**config.mk**
```make
export PLATFORM = sky130hd
export DESIGN_NAME = ntsc_sync_decoder
export DESIGN_NICKNAME = d
export VERILOG_FILES = /design/src/rtl/ntsc_sync_decoder_pkg.sv /design/src/rtl/ntsc_sync_in.sv /design/src/rtl/ntsc_sync_decoder.sv
export SDC_FILE = /design/constraint.sdc
export NUM_CORES = 1
export LEC_CHECK = 0
export ABC_AREA = 1
export ABC_CLOCK_PERIOD_IN_PS = 3700
export BUFFER_PORTS_ARGS = -buffer_cell sky130_fd_sc_hd__buf_2
export CAP_MARGIN = 15
export CORE_UTILIZATION = 25
export DETAILED_ROUTE_END_ITERATION = 16
export GPL_TIMING_DRIVEN = 0
export HOLD_SLACK_MARGIN = 0.15
export SKIP_LAST_GASP = 1
export SYNTH_ARGS = -nofsm -noshare
export SYNTH_HDL_FRONTEND = slang
export SYNTH_SLANG_ARGS = --single-unit
```
**constraint.sdc**
```tcl
create_clock -name clk -period 3.7 [get_ports clk]
set_input_delay 0.925 -clock clk [delete_from_list [all_inputs] [get_ports clk]]
set_output_delay 0.925 -clock clk [all_outputs]
set_load 0.02 [all_outputs]
```
**src/rtl/ntsc_sync_decoder_pkg.sv**
```systemverilog
// Shared definitions for the NTSC sync decoder: FSM encoding, counter widths
// and default line/frame timing at a 50 MHz system clock.
package ntsc_sync_decoder_pkg;

  localparam int HCNT_W = 12;
  localparam int VCNT_W = 9;
  localparam int X_W    = 10;
  localparam int Y_W    = 9;
  localparam int CNT_W  = 8;

  localparam int DEF_H_TOTAL        = 3178;
  localparam int DEF_H_TOL          = 16;
  localparam int DEF_H_ACTIVE_START = 470;
  localparam int DEF_H_ACTIVE_LEN   = 640;
  localparam int DEF_PIX_DIV        = 4;
  localparam int DEF_V_ACTIVE_START = 20;
  localparam int DEF_V_ACTIVE_LINES = 240;
  localparam int DEF_LOCK_LINES     = 8;
  localparam int DEF_MISS_MAX       = 4;

  // Sync pins idle high; synchronizer flops reset to this level so that
  // leaving reset never fakes a falling edge.
  localparam logic SYNC_IDLE = 1'b1;

  typedef enum logic [1:0] {
    SEARCH = 2'd0,
    TRACK  = 2'd1,
    LOCKED = 2'd2
  } sync_state_t;

endpackage

```
**src/rtl/ntsc_sync_in.sv**
```systemverilog
// Two-flop synchronizer plus falling-edge detect for an active-low sync pin.
// The pulse is valid in the cycle after the second flop; state using it updates 3 clk after the pin edge.
module ntsc_sync_in
  import ntsc_sync_decoder_pkg::*;
(
  input  logic clk,
  input  logic rst,
  input  logic sync_n,
  output logic fall
);

  logic meta;
  logic stable;
  logic stable_d;

  always_ff @(posedge clk or posedge rst) begin
    if (rst) begin
      meta     <= SYNC_IDLE;
      stable   <= SYNC_IDLE;
      stable_d <= SYNC_IDLE;
    end else begin
      meta     <= sync_n;
      stable   <= meta;
      stable_d <= stable;
    end
  end

  assign fall = stable_d & ~stable;

endmodule

```
**src/rtl/ntsc_sync_decoder.sv**
```systemverilog
// NTSC sync receiver: measures line period, locks with a flywheel and regenerates x/y/active_video.
// Define NTSC_SYNC_STATS_EN to add the line_period and err_cnt status ports.
module ntsc_sync_decoder
  import ntsc_sync_decoder_pkg::*;
#(
  parameter int H_TOTAL        = DEF_H_TOTAL,
  parameter int H_TOL          = DEF_H_TOL,
  parameter int H_ACTIVE_START = DEF_H_ACTIVE_START,
  parameter int H_ACTIVE_LEN   = DEF_H_ACTIVE_LEN,
  parameter int PIX_DIV        = DEF_PIX_DIV,
  parameter int V_ACTIVE_START = DEF_V_ACTIVE_START,
  parameter int V_ACTIVE_LINES = DEF_V_ACTIVE_LINES,
  parameter int LOCK_LINES     = DEF_LOCK_LINES,
  parameter int MISS_MAX       = DEF_MISS_MAX
) (
  input  logic             clk,
  input  logic             rst,
  input  logic             hsync_in,
  input  logic             vsync_in,
  output logic [X_W-1:0]   x,
  output logic [Y_W-1:0]   y,
  output logic             active_video,
  output logic             locked
`ifdef NTSC_SYNC_STATS_EN
  ,
  output logic [HCNT_W-1:0] line_period,
  output logic [CNT_W-1:0]  err_cnt
`endif
);

  localparam logic [HCNT_W-1:0] LEN_MIN   = HCNT_W'(H_TOTAL - H_TOL);
  localparam logic [HCNT_W-1:0] LEN_MAX   = HCNT_W'(H_TOTAL + H_TOL);
  localparam logic [HCNT_W-1:0] H_START   = HCNT_W'(H_ACTIVE_START);
  localparam logic [HCNT_W-1:0] H_PRE     = HCNT_W'(H_ACTIVE_START - 1);
  localparam logic [HCNT_W-1:0] H_END     = HCNT_W'(H_ACTIVE_START + H_ACTIVE_LEN * PIX_DIV);
  localparam logic [VCNT_W-1:0] V_START   = VCNT_W'(V_ACTIVE_START);
  localparam logic [VCNT_W-1:0] V_END     = VCNT_W'(V_ACTIVE_START + V_ACTIVE_LINES);
  localparam logic [CNT_W-1:0]  PDIV_LAST = CNT_W'(PIX_DIV - 1);
  localparam logic [CNT_W-1:0]  GOOD_LAST = CNT_W'(LOCK_LINES - 1);
  localparam logic [CNT_W-1:0]  MISS_LAST = CNT_W'(MISS_MAX - 1);

  logic h_fall;
  logic v_fall;

  ntsc_sync_in u_hsync (.clk(clk), .rst(rst), .sync_n(hsync_in), .fall(h_fall));
  ntsc_sync_in u_vsync (.clk(clk), .rst(rst), .sync_n(vsync_in), .fall(v_fall));

  sync_state_t       state, state_next;
  logic [CNT_W-1:0]  good_cnt, good_cnt_next;
  logic [CNT_W-1:0]  miss_cnt, miss_cnt_next;
  logic [HCNT_W-1:0] hcnt;
  logic [HCNT_W-1:0] line_len;
  logic [VCNT_W-1:0] vcnt;
  logic [CNT_W-1:0]  pdiv;
  logic [X_W-1:0]    xcnt;
  logic              fly, line_start, good, bad;
  logic              h_win, v_win, show;

  // hcnt is 0 in the cycle after a line start, so the line that is ending
  // has lasted hcnt+1 clocks when the next start is seen.
  assign line_len   = (hcnt == '1) ? hcnt : hcnt + 1'b1;
  assign fly        = (state == LOCKED) && !h_fall && (line_len == LEN_MAX);
  assign line_start = h_fall | fly;
  assign good       = h_fall && (line_len >= LEN_MIN) && (line_len <= LEN_MAX);
  assign bad        = line_start && !good;

  always_ff @(posedge clk or posedge rst) begin
    if (rst) begin
      state    <= SEARCH;
      good_cnt <= '0;
      miss_cnt <= '0;
    end else begin
      state    <= state_next;
      good_cnt <= good_cnt_next;
      miss_cnt <= miss_cnt_next;
    end
  end

  always_comb begin
    state_next    = state;
    good_cnt_next = good_cnt;
    miss_cnt_next = miss_cnt;
    case (state)
      SEARCH: begin
        if (h_fall) begin
          state_next    = TRACK;
          good_cnt_next = '0;
        end
      end
      TRACK: begin
        if (good) begin
          if (good_cnt == GOOD_LAST) begin
            state_next    = LOCKED;
            miss_cnt_next = '0;
          end else begin
            good_cnt_next = good_cnt + 1'b1;
          end
        end else if (bad) begin
          state_next = SEARCH;
        end
      end
      LOCKED: begin
        if (good) begin
          miss_cnt_next = '0;
        end else if (bad) begin
          if (miss_cnt == MISS_LAST) state_next = SEARCH;
          else miss_cnt_next = miss_cnt + 1'b1;
        end
      end
      default: state_next = SEARCH;
    endcase
  end

  // Pixel divider is re-phased one clock early so pdiv=0, x=0 coincide with hcnt==H_ACTIVE_START.
  always_ff @(posedge clk or posedge rst) begin
    if (rst) begin
      hcnt <= '0;
      vcnt <= '0;
      pdiv <= '0;
      xcnt <= '0;
    end else begin
      if (line_start) hcnt <= '0;
      else if (hcnt != '1) hcnt <= hcnt + 1'b1;

      if (v_fall) vcnt <= '0;
      else if (line_start && vcnt != '1) vcnt <= vcnt + 1'b1;

      if (line_start || hcnt == H_PRE) begin
        pdiv <= '0;
        xcnt <= '0;
      end else if (pdiv == PDIV_LAST) begin
        pdiv <= '0;
        xcnt <= xcnt + 1'b1;
      end else begin
        pdiv <= pdiv + 1'b1;
      end
    end
  end

  assign h_win = (hcnt >= H_START) && (hcnt < H_END);
  assign v_win = (vcnt >= V_START) && (vcnt < V_END);
  assign show  = (state_next == LOCKED) && h_win && v_win;

  always_ff @(posedge clk or posedge rst) begin
    if (rst) begin
      locked       <= 1'b0;
      active_video <= 1'b0;
      x            <= '0;
      y            <= '0;
    end else begin
      locked       <= (state_next == LOCKED);
      active_video <= show;
      x            <= show ? xcnt : '0;
      y            <= show ? Y_W'(vcnt - V_START) : '0;
    end
  end

`ifdef NTSC_SYNC_STATS_EN
  always_ff @(posedge clk or posedge rst) begin
    if (rst) begin
      line_period <= '0;
      err_cnt     <= '0;
    end else begin
      if (h_fall) line_period <= line_len;
      if (bad && err_cnt != '1) err_cnt <= err_cnt + 1'b1;
    end
  end
`endif

endmodule

```
==> qor.txt <==
SETUP PATH
-----------------------------------------------------------------------------------------
Standard cell with the maximum stage delay on the critical path              sky130_fd_sc_hd__dfrtp_1
Kind of cell adding the most delay to the critical path                      simple AND/OR/NAND/NOR gates
Biggest fanout along the worst timing path                                             10
Launch point of the worst path                                                    hcnt[0]
Delay of the slowest cell on the worst path                                       0.43 ns
R2R Path Start                                                                    hcnt[0]
CP Buf/Inv Count                                                                        4
Critical path cell sequence                                                  ha_1, nand2_1, nor2_4, nand3_2, buf_6, buf_6, nand2_1, nand2_1, nand4_1, nor2_1, nand2_1, nand2_2, inv_2, nand2_1, buf_2, nor3_1
Crit. End Element                                                                    flop
Critical Path Most Common Cell                                               sky130_fd_sc_hd__nand2_1
Crit start category                                                                  flop
Critical Path RT                                                                  3.92 ns
Class of the most critical setup path                                          reg -> reg
CP arrival                                                                        2.77 ns

DIE
-----------------------------------------------------------------------------------------
Number of placed I/O pins                                                              25
Initial cell density of the core                                                    25.7%
Die Ht                                                                             138 um
Placeable Area                                                                  18000 um2
Area enclosed by the die boundary                                               19100 um2
Floorplan die width                                                                138 um
Row count                                                                              49

FINAL LAYOUT
-----------------------------------------------------------------------------------------
Fillers                                                                              1960
Share of layout cells above drive strength 1                                        16.0%
Register area                                                                    2110 um2
Post-route cell area                                                             5370 um2
Area added between synthesis and finish                                             16.1%
Count of antenna diodes in the layout                                                   0
Highest-count cells in the layout ignoring fill and taps                     133 x sky130_fd_sc_hd__nand2_1, 81 x sky130_fd_sc_hd__inv_1, 78 x sky130_fd_sc_hd__dfrtp_1
Most frequent standard cell in the layout excluding fill and tap cells       sky130_fd_sc_hd__nand2_1
Net count, final                                                                      631
Fin util                                                                            29.8%
Multi-input gate area                                                            2120 um2

CLOCK NETWORK
-----------------------------------------------------------------------------------------
Count of H-tree levels built during CTS                                                 3
Total clock buffers created by CTS                                                      9
Clock root cell                                                              sky130_fd_sc_hd__clkbuf_16
CTS tree                                                                            built
Insertion delay to the later sink of the worst-skew pair                          0.34 ns
Post-CTS Resized                                                                        0
CTS clk-pin slew, worst paths                                                     0.07 ns
Clock buffer depth                                                                      2
Cts-stage hold buffer count                                                             0
CTS sink cnt                                                                           84
Post-CTS Setup Inserts                                                                  0

ROUTING
-----------------------------------------------------------------------------------------
Total number of vias                                                                 3671
# DRC                                                                                   0
Average wire per cell in the routed design                                        11.2 um
Routed WL                                                                         9490 um
Vias per std cell                                                                    4.32
Number of DRC violations after detailed-routing iteration 0                           250
Pre-antenna DRT Iters                                                                   4
Count of antenna-violating nets left after detailed routing                             0

STA
-----------------------------------------------------------------------------------------
Final worst path period share                                                       68.9%
Final setup fails                                                                       0
Final Hold Vio Count                                                                    0
Worst slew margin relative to its limit                                             64.6%
Final critical path time including I/O delays and setup                           2.55 ns
Slew Limit Fails                                                                        0
RSZ-0062 raised after global routing                                                false
Pin slew with the least headroom to its limit                                    0.526 ns
Highest achievable clock rate                                                   0.392 GHz
Minimum setup slack in the final design                                           1.15 ns
Setup Skew                                                                      0.0107 ns

GLOBAL ROUTE
-----------------------------------------------------------------------------------------
Met2 track demand over resource in global routing                                   17.7%
Total overflow reported by the global router                                            0
GR Util All Layers                                                                  10.7%
Number of global-route vias before repair                                            3638
First-pass GRT wire length                                                       16800 um
M1 GR Usage                                                                         13.6%
Met3 track demand over resource in global routing                                   1.80%
Gr busiest metal                                                                     met2
Maximum number of pins on one net before global-route repair                           55
Number of antenna violations at the first check in global routing                       0

YOSYS
-----------------------------------------------------------------------------------------
Mapped cell area                                                                 4630 um2
Area share of the leading cell type in the synthesized netlist                      42.2%
Per-instance average area after synthesis                                        7.99 um2
Portion of the post-synthesis area used by sequential elements                      45.6%
Number of enable flip-flop cells after synthesis                                        0
Post-synth net total                                                                  595
Primary FF master, synth                                                     sky130_fd_sc_hd__dfrtp_1
Synthesized instance count                                                            579
Most area-hungry cell type in the Yosys netlist                              sky130_fd_sc_hd__dfrtp_1
Library cells used by synthesis                                                        37
Proportion of register bits with asynchronous set or reset after synthesis           100%
Count of state elements after synthesis                                                84
Top post-synthesis cells by area                                             sky130_fd_sc_hd__dfrtp_1 42%, sky130_fd_sc_hd__nand2_1 11%, sky130_fd_sc_hd__inv_1 6.7%, sky130_fd_sc_hd__nor2_1 4.9%, sky130_fd_sc_hd__nand3_1 4.4%
Number of warnings printed during yosys synthesis                                       0

STATUS
-----------------------------------------------------------------------------------------
Run status                                                                   finished clean

WORST HOLD PATH
-----------------------------------------------------------------------------------------
Worst hold-check path type                                                     reg -> reg
Min-Delay Startpoint                                                         u_vsync.meta

PLACE
-----------------------------------------------------------------------------------------
Placed standard-cell area                                                        5060 um2
Routability cong.                                                                   0.842
Half-perimeter wire length after detailed placement                               6990 um
Setup Slack @ Placement                                                           1.16 ns
Quantity of I/O buffers inserted on ports                                              24

FLOW RUN
-----------------------------------------------------------------------------------------
Max-capacitance violation count                                                         0

POWER AND IR DROP
-----------------------------------------------------------------------------------------
Leakage power                                                                     2.57 nW
P per Cell Area                                                                421 nW/um2
Worst VDD drop                                                                 0.000211 V

## worst register-to-register path, delay by kind of cell (launching register included)
family,cells,cell delay (ns)
fa+ha+maj,1,0.26
buf+inv,4,0.65
flops,1,0.43
simple gates,11,1.08
## registers in the layout, indices dropped and copies added (netlist names)
register / cells
pdiv: 8
active_video: 1
good_cnt: 8
u_hsync.meta: 1
u_vsync.meta: 1
xcnt: 10
state: 2
u_hsync.stable_d: 1
locked: 1
y: 9
hcnt: 12
u_hsync.stable: 1
vcnt: 9
x: 10
u_vsync.stable: 1
miss_cnt: 8
u_vsync.stable_d: 1
## synthesized netlist by cell type (2+ instances only)
| library cell | number |
|---|---|
| sky130_fd_sc_hd__a21boi_0 | 2 |
| sky130_fd_sc_hd__a21oi_1 | 14 |
| sky130_fd_sc_hd__buf_2 | 2 |
| sky130_fd_sc_hd__buf_6 | 5 |
| sky130_fd_sc_hd__dfrtp_1 | 78 |
| sky130_fd_sc_hd__dfstp_2 | 6 |
| sky130_fd_sc_hd__ha_1 | 12 |
| sky130_fd_sc_hd__inv_1 | 82 |
| sky130_fd_sc_hd__inv_2 | 2 |
| sky130_fd_sc_hd__nand2_1 | 133 |
| sky130_fd_sc_hd__nand2_2 | 5 |
| sky130_fd_sc_hd__nand3_1 | 41 |
| sky130_fd_sc_hd__nand3_2 | 3 |
| sky130_fd_sc_hd__nand4_1 | 17 |
| sky130_fd_sc_hd__nor2_1 | 61 |
| sky130_fd_sc_hd__nor2_2 | 21 |
| sky130_fd_sc_hd__nor2_4 | 3 |
| sky130_fd_sc_hd__nor3_1 | 20 |
| sky130_fd_sc_hd__nor3b_1 | 4 |
| sky130_fd_sc_hd__nor4_1 | 6 |
| sky130_fd_sc_hd__o21ai_0 | 17 |
| sky130_fd_sc_hd__o21ai_2 | 7 |
| sky130_fd_sc_hd__o21bai_1 | 3 |
| sky130_fd_sc_hd__xnor2_1 | 3 |
| sky130_fd_sc_hd__xor2_1 | 20 |
## kinds of logic (layout without fill, tap and decap cells)
family          Yosys count  count (layout)  share of synthesized area [%]
xor+xnor                 23              23                           4.35
buf+inv                  93             134                           8.49
fa+ha+maj                12              12                           3.24
compound gates           49              49                           6.41
simple gates            318             318                           31.9
flops                    84              84                           45.6
## path summary, 6_finish.rpt
check,cells past startpoint,slack (ns),end
min reg2reg,0,0.36,u_vsync.stable
max reg2reg,16,1.15,xcnt[2]
min,0,0.36,u_vsync.stable
max,16,1.15,xcnt[2]
max in group asynchronous,3,2.46,u_vsync.stable
min in group asynchronous,2,0.58,x[9]
## layout make-up
cell class | count | area share [%]
plain buffers | 9 | 1.44
clock buffers | 9 | 4.19
clock inverters | 7 | 1.51
inverters | 84 | 5.92
multi-input cells | 402 | 39.6
flip-flops and latches | 84 | 39.3
well taps | 229 | 5.34
repair buffers | 25 | 2.75
## metrics by stage
stage	power, mW	std cells	hold slack, ns	setup TNS, ns
final	2.26	849	0.356	0
after global routing	2.38	849	0.363	0
after global placement	1.34	832	0.347	-40.64
after floorplan	1.27	579	0.345	0
after detailed placement	1.35	833	0.347	0
after CTS	2.29	849	0.357	0
## per-layer routing
layer	wire, um	part of all wire [%]
met5	0	0
met3	227	2.4
met2	4470	47
met1	4600	49
met4	182	1.9
## power by group
| part | switching [mW] | internal [mW] |
|---|---|---|
| clock | 0.392 | 0.535 |
| sequential | 0.0543 | 0.979 |
| combinational | 0.203 | 0.0997 |
| total | 0.649 | 1.61 |
Power figures use the tool's default switching activity.
